--- src/rtl/jtag_tap_slave.sv ---
// jtag_tap_slave: IEEE 1149.1 TAP responder running on the system clock.
// The JTAG pins are oversampled and tck edges become single-clk strobes.
// Supports BYPASS, IDCODE and a 32-bit USER read/write mailbox.
`timescale 1ns/1ps
module jtag_tap_slave #(
    parameter logic [31:0] IDCODE    = 32'h1000_0001,
    parameter logic [3:0]  IR_IDCODE = 4'h1,
    parameter logic [3:0]  IR_USER   = 4'h8
) (
    input  logic        clk,
    input  logic        rst,
    input  logic        tck,
    input  logic        tms,
    input  logic        tdi,
    output logic        tdo,
    output logic        tdo_oe,
    input  logic [31:0] user_din,
    output logic [31:0] user_dout,
    output logic        user_capture,
    output logic        user_update,
    output logic [3:0]  tap_state
);

    // TAP state encoding (matches the 1149.1 reference encoding)
    localparam logic [3:0] S_TLR     = 4'hF;
    localparam logic [3:0] S_RTI     = 4'hC;
    localparam logic [3:0] S_SEL_DR  = 4'h7;
    localparam logic [3:0] S_CAP_DR  = 4'h6;
    localparam logic [3:0] S_SH_DR   = 4'h2;
    localparam logic [3:0] S_EX1_DR  = 4'h1;
    localparam logic [3:0] S_PAU_DR  = 4'h3;
    localparam logic [3:0] S_EX2_DR  = 4'h0;
    localparam logic [3:0] S_UPD_DR  = 4'h5;
    localparam logic [3:0] S_SEL_IR  = 4'h4;
    localparam logic [3:0] S_CAP_IR  = 4'hE;
    localparam logic [3:0] S_SH_IR   = 4'hA;
    localparam logic [3:0] S_EX1_IR  = 4'h9;
    localparam logic [3:0] S_PAU_IR  = 4'hB;
    localparam logic [3:0] S_EX2_IR  = 4'h8;
    localparam logic [3:0] S_UPD_IR  = 4'hD;

    logic [2:0]  r_tck_sync;
    logic [1:0]  r_tms_sync;
    logic [1:0]  r_tdi_sync;
    logic [3:0]  r_state;
    logic [3:0]  w_next_state;
    logic [3:0]  r_ir;
    logic [3:0]  r_ir_sr;
    logic [31:0] r_dr_sr;
    logic [31:0] r_user_dout;
    logic        r_user_capture;
    logic        r_user_update;
    logic        r_tdo;
    logic        r_tdo_oe;

    logic w_tck_rise;
    logic w_tck_fall;
    logic w_tms;
    logic w_tdi;
    logic w_sel_user;
    logic w_sel_idcode;

    // tms/tdi use the same depth as tck's first two flops, so the values
    // seen with a strobe are the pin values at the tck pad edge.
    assign w_tck_rise   = r_tck_sync[1] & ~r_tck_sync[2];
    assign w_tck_fall   = ~r_tck_sync[1] & r_tck_sync[2];
    assign w_tms        = r_tms_sync[1];
    assign w_tdi        = r_tdi_sync[1];
    assign w_sel_user   = (r_ir == IR_USER);
    assign w_sel_idcode = (r_ir == IR_IDCODE);

    assign tdo          = r_tdo;
    assign tdo_oe       = r_tdo_oe;
    assign user_dout    = r_user_dout;
    assign user_capture = r_user_capture;
    assign user_update  = r_user_update;
    assign tap_state    = r_state;

    // Synchronise the JTAG pins and keep one extra tck flop for edge detect
    always_ff @(posedge clk or posedge rst) begin
        if (rst) begin
            r_tck_sync <= 3'b000;
            r_tms_sync <= 2'b00;
            r_tdi_sync <= 2'b00;
        end else begin
            // NOTE: non-blocking assignments keep every flop sampling the
            // pre-edge value, which is what makes this a real shift chain.
            r_tck_sync <= {r_tck_sync[1:0], tck};
            r_tms_sync <= {r_tms_sync[0], tms};
            r_tdi_sync <= {r_tdi_sync[0], tdi};
        end
    end

    // Standard 1149.1 next-state function driven by synchronised tms
    always_comb begin
        // NOTE: default first so every path assigns and no latch is inferred.
        w_next_state = r_state;
        case (r_state)
            S_TLR:    w_next_state = w_tms ? S_TLR    : S_RTI;
            S_RTI:    w_next_state = w_tms ? S_SEL_DR : S_RTI;
            S_SEL_DR: w_next_state = w_tms ? S_SEL_IR : S_CAP_DR;
            S_CAP_DR: w_next_state = w_tms ? S_EX1_DR : S_SH_DR;
            S_SH_DR:  w_next_state = w_tms ? S_EX1_DR : S_SH_DR;
            S_EX1_DR: w_next_state = w_tms ? S_UPD_DR : S_PAU_DR;
            S_PAU_DR: w_next_state = w_tms ? S_EX2_DR : S_PAU_DR;
            S_EX2_DR: w_next_state = w_tms ? S_UPD_DR : S_SH_DR;
            S_UPD_DR: w_next_state = w_tms ? S_SEL_DR : S_RTI;
            S_SEL_IR: w_next_state = w_tms ? S_TLR    : S_CAP_IR;
            S_CAP_IR: w_next_state = w_tms ? S_EX1_IR : S_SH_IR;
            S_SH_IR:  w_next_state = w_tms ? S_EX1_IR : S_SH_IR;
            S_EX1_IR: w_next_state = w_tms ? S_UPD_IR : S_PAU_IR;
            S_PAU_IR: w_next_state = w_tms ? S_EX2_IR : S_PAU_IR;
            S_EX2_IR: w_next_state = w_tms ? S_UPD_IR : S_SH_IR;
            S_UPD_IR: w_next_state = w_tms ? S_SEL_DR : S_RTI;
            default:  w_next_state = S_TLR;
        endcase
    end

    // Advance the TAP state only on a tck rising strobe
    always_ff @(posedge clk or posedge rst) begin
        if (rst) begin
            r_state <= S_TLR;
        end else if (w_tck_rise) begin
            r_state <= w_next_state;
        end
    end

    // Instruction register: capture/shift on rise, update on fall, TLR forces IDCODE
    always_ff @(posedge clk or posedge rst) begin
        if (rst) begin
            r_ir_sr <= 4'b0000;
            r_ir    <= IR_IDCODE;
        end else begin
            if (w_tck_rise) begin
                if (r_state == S_CAP_IR) begin
                    r_ir_sr <= 4'b0001;
                end else if (r_state == S_SH_IR) begin
                    r_ir_sr <= {w_tdi, r_ir_sr[3:1]};
                end
            end
            if (r_state == S_TLR) begin
                r_ir <= IR_IDCODE;
            end else if (w_tck_fall && (r_state == S_UPD_IR)) begin
                r_ir <= r_ir_sr;
            end
        end
    end

    // Data register path and USER mailbox with single-clk capture/update pulses
    always_ff @(posedge clk or posedge rst) begin
        if (rst) begin
            r_dr_sr        <= 32'h0;
            r_user_dout    <= 32'h0;
            r_user_capture <= 1'b0;
            r_user_update  <= 1'b0;
        end else begin
            r_user_capture <= 1'b0;
            r_user_update  <= 1'b0;
            if (w_tck_rise) begin
                if (r_state == S_CAP_DR) begin
                    if (w_sel_user) begin
                        r_dr_sr        <= user_din;
                        r_user_capture <= 1'b1;
                    end else if (w_sel_idcode) begin
                        r_dr_sr <= IDCODE;
                    end else begin
                        r_dr_sr <= 32'h0;
                    end
                end else if (r_state == S_SH_DR) begin
                    // Unknown opcodes fall through to the 1-bit bypass path
                    if (w_sel_user || w_sel_idcode) begin
                        r_dr_sr <= {w_tdi, r_dr_sr[31:1]};
                    end else begin
                        r_dr_sr <= {r_dr_sr[31:1], w_tdi};
                    end
                end
            end
            if (w_tck_fall && (r_state == S_UPD_DR) && w_sel_user) begin
                r_user_dout   <= r_dr_sr;
                r_user_update <= 1'b1;
            end
        end
    end

    // Drive tdo and its enable from the falling strobe so they hold across the next rise
    always_ff @(posedge clk or posedge rst) begin
        if (rst) begin
            r_tdo    <= 1'b0;
            r_tdo_oe <= 1'b0;
        end else if (w_tck_fall) begin
            if (r_state == S_SH_IR) begin
                r_tdo    <= r_ir_sr[0];
                r_tdo_oe <= 1'b1;
            end else if (r_state == S_SH_DR) begin
                r_tdo    <= r_dr_sr[0];
                r_tdo_oe <= 1'b1;
            end else begin
                r_tdo    <= 1'b0;
                r_tdo_oe <= 1'b0;
            end
        end
    end

endmodule

--- config.mk ---
export PLATFORM = sky130hd
export DESIGN_NAME = jtag_tap_slave
export DESIGN_NICKNAME = d
export VERILOG_FILES = /design/src/rtl/jtag_tap_slave.sv
export SDC_FILE = /design/constraint.sdc
export NUM_CORES = 1
export LEC_CHECK = 0
export BUFFER_PORTS_ARGS = -buffer_cell sky130_fd_sc_hd__buf_2
export CAP_MARGIN = 20
export CORE_MARGIN = 1.5
export CORE_UTILIZATION = 44
export DETAILED_ROUTE_END_ITERATION = 10
export PLACE_DENSITY = 0.66
export SYNTH_ARGS = -nofsm -noshare
export SYNTH_HDL_FRONTEND = slang
export SYNTH_SLANG_ARGS = --single-unit
--- constraint.sdc ---
create_clock -name clk -period 3.1 [get_ports clk]
set_input_delay 0.155 -clock clk [delete_from_list [all_inputs] [get_ports clk]]
set_output_delay 0.155 -clock clk [all_outputs]
set_load 0.1 [all_outputs]
==> flow_summary.toml <==
[place]
portBuffers = 76
gp_congestion = 0.787
dpl_worst_slack_ns = 0.950
place_hpwl_um = 5290

[critical_path]
crit_start = "tap_state[2]"
r2r_setup_slack_ns = 0.95
end_kind = "flip-flop"
r2r_cells = 5
worstPathRequired_ns = 3.36
crit_type = "flip-flop to flip-flop"
r2r_end = "r_dr_sr[13]"
crit_arrival_ns = 2.41
r2r_start = "tap_state[2]"
start_kind = "flip-flop"
critPathMaxFanout = 20

[synthesis]
yosys.area.top_type = "dfrtp_1"
asyncSetResetFlopFracSynth_pct = 100
synth-adder-area-share_pct = 0
synthSimpleGateAreaFrac_pct = 20.8
synth_top_family_by_area = "simple AND/OR/NAND/NOR gates"
yosysSeqAreaShare_pct = 59.5
yosysUniqueCellTypes = 37
yosysWarnings = 0
synth_area_leaders = "dfrtp_1 56%, nand2_1 15%, a22oi_1 6.1%, dfstp_2 3.6%, o21ai_0 3.4%"
yosys.area_share.xor_xnor_pct = 0
ys.flop_type = "dfrtp_1"
synth-edff-count = 0
syn_area_um2 = 3670
synth.top_cell.area_share_pct = 55.9
syn_nets = 420
synth_cells = 383
syn_area_per_cell_um2 = 9.58
synth_compound_area_share_pct = 15.9
muxShareOfSynthArea_pct = 0.273
synth-seq-cells = 87

[timing]
finalSetupViolCount = 0
period_share_pct = 69.4
finalHoldViolations = 0
max_slew_margin_pct = 51.4
skew_ns = 0.0115
setup_tns_ns = 0
tightest_slew_ns = 0.728
final.min_clock_period_ns = 2.15
rsz0062_at_grt = "no"
slew_viol_final = 0
setup_slack_ns = 0.949
fmax_ghz = 0.465

[cells_and_area]
final_cell_mix = "143 x nand2_1, 82 x dfrtp_1, 76 x buf_2"
drive_gt1_share_pct = 24.3
layout_commonest_cell = "nand2_1"
n_fill_cell = 764
final-seq-area_um2 = 2180
area_growth_pct = 20.0
antenna_cells = 0
multiInputGateArea_um2 = 1370
fin_nets = 493

[global_routing]
grt_max_degree = 62
antenna_found_initial = 0
grt_pass1_vias = 2660
gr-usage-all-layers_pct = 18.9
grt_pass1_wl_um = 12800
grt-ovfl-total = 0

[cts]
clkSlewWorstSetupHoldPaths_ns = 0.09
post-cts-setup-buffers = 0
root_buffer = "clkbuf_8"
numCtsBuffers = 9
cts_buffer_depth = 2
clkLatencyLatePin_ns = 0.35
clock_sinks = 87
htreeDepth = 3
tritoncts = "done"

[die]
fp.dieH_um = 94.3
io_pins = 77
initial_utilization_pct = 45.1
chipWidth_um = 94.3
core-area_um2 = 8130
die_area_um2 = 8900
rows = 33

[status]
status = "completed"

[detailed_routing]
first_iter_violations = 103
wl_per_cell_um = 13.9
drtPass1Iterations = 4
avgViaCountPerCell = 5.13
drtAntennaViolNets = 0
num_vias = 2902
drc = 0
finalWirelength_um = 7860

[pwr]
finalPower_mw = 3.98
leakagePower_nw = 2.24
peakVddDrop_uv = 481
switching_share_pct = 41.3
p_switching_mw = 1.64
pwr-share-seq_pct = 44.5
comb_power_share_pct = 33.5
power_density_nw_per_um2 = 903
internal_power_mw = 2.34
clockPowerShare_pct = 22.0

[worst_hold_path]
min_delay_path_depth = 3
worstHoldPathType = "input pin to flip-flop"
whs_endpoint = "r_dr_sr[23]"
min_from = "user_din[23]"

[run]
maxCapViolCount = 0
==> logic make-up (layout without fill, tap and decap cells) <==
kind of cell | after synthesis | after routing
compound gates | 92 | 92
buf+inv | 29 | 107
simple gates | 174 | 174
mux | 1 | 1
flops | 87 | 87
==> critical path, cell delays in order (launching register included) <==
cell,delay (ns)
dfstp_2,0.71
and4bb_2,0.34
and2_1,0.39
buf_4,0.32
a22oi_1,0.12
o21ai_0,0.18
==> worst max path at each step <==
stage	cells after the start	slack, ns	to
floorplan	1	0.70	r_dr_sr[0]
global placement	5	1.04	r_dr_sr[12]
detailed placement	5	0.95	r_dr_sr[13]
CTS	5	0.93	r_dr_sr[13]
global route	5	0.75	r_dr_sr[13]
finish	5	0.95	r_dr_sr[13]
==> sequential cells by signal (all words and copies together), names as in the netlist, 2 cells and up <==
register / cells
r_dr_sr: 32
user_dout: 32
r_ir: 4
r_ir_sr: 4
tap_state: 4
r_tck_sync: 3
r_tdi_sync: 2
r_tms_sync: 2
==> synth_stat cells (4+ instances only) <==
| cell | n |
|---|---|
| a21oi_1 | 8 |
| a22oi_1 | 30 |
| buf_2 | 9 |
| clkbuf_1 | 13 |
| dfrtp_1 | 82 |
| dfstp_2 | 5 |
| inv_1 | 4 |
| nand2_1 | 143 |
| nor2_1 | 5 |
| nor2b_1 | 5 |
| o21ai_0 | 25 |
| o21ai_1 | 17 |
==> area by class of cell <==
cell class              count  share of cell area (%)
clock buffers              11                    3.21
multi-input cells         267                    31.0
clock inverters             5                    1.85
flip-flops and latches     87                    49.6
repair buffers             87                    11.0
inverters                   4                   0.369
well taps                 105                    2.98
==> per-stage QoR <==
| stage | instance area [um^2] | hold slack (ns) | cells | utilization (%) |
|---|---|---|---|---|
| floorplan | 3670 | 0.186 | 383 | - |
| CTS | 4400 | 0.0782 | 566 | 54.1 |
| global placement | 4140 | 0.262 | 546 | 50.9 |
| finish | 4400 | 0.0894 | 566 | 54.1 |
| global route | 4400 | 0.0847 | 566 | 54.1 |
| detailed placement | 4140 | 0.265 | 546 | 50.9 |
==> power by group through the flow <==
stage | logic, mW | clock network (mW) | registers, mW
after floorplan | 0.745 | 0 | 2.08
after global placement | 1.30 | 0 | 1.78
after detailed placement | 1.34 | 0 | 1.79
after CTS | 1.35 | 0.895 | 1.77
after global routing | 1.47 | 0.940 | 1.82
final | 1.33 | 0.875 | 1.77
==> repair_timing <==
item,4_1_cts,5_1_grt
hold buffers,4,0
hold endpoints to repair,40,0
resized for setup,0,0
==> layer usage <==
| layer | part of all wire (%) | GRT usage [%] |
|---|---|---|
| met5 | 0 | 0 |
| met4 | 1.6 | 7.84 |
| met3 | 4.8 | 3.24 |
| met2 | 46 | 30.2 |
| met1 | 47 | 25.5 |
(Power assumes the default switching activity.)
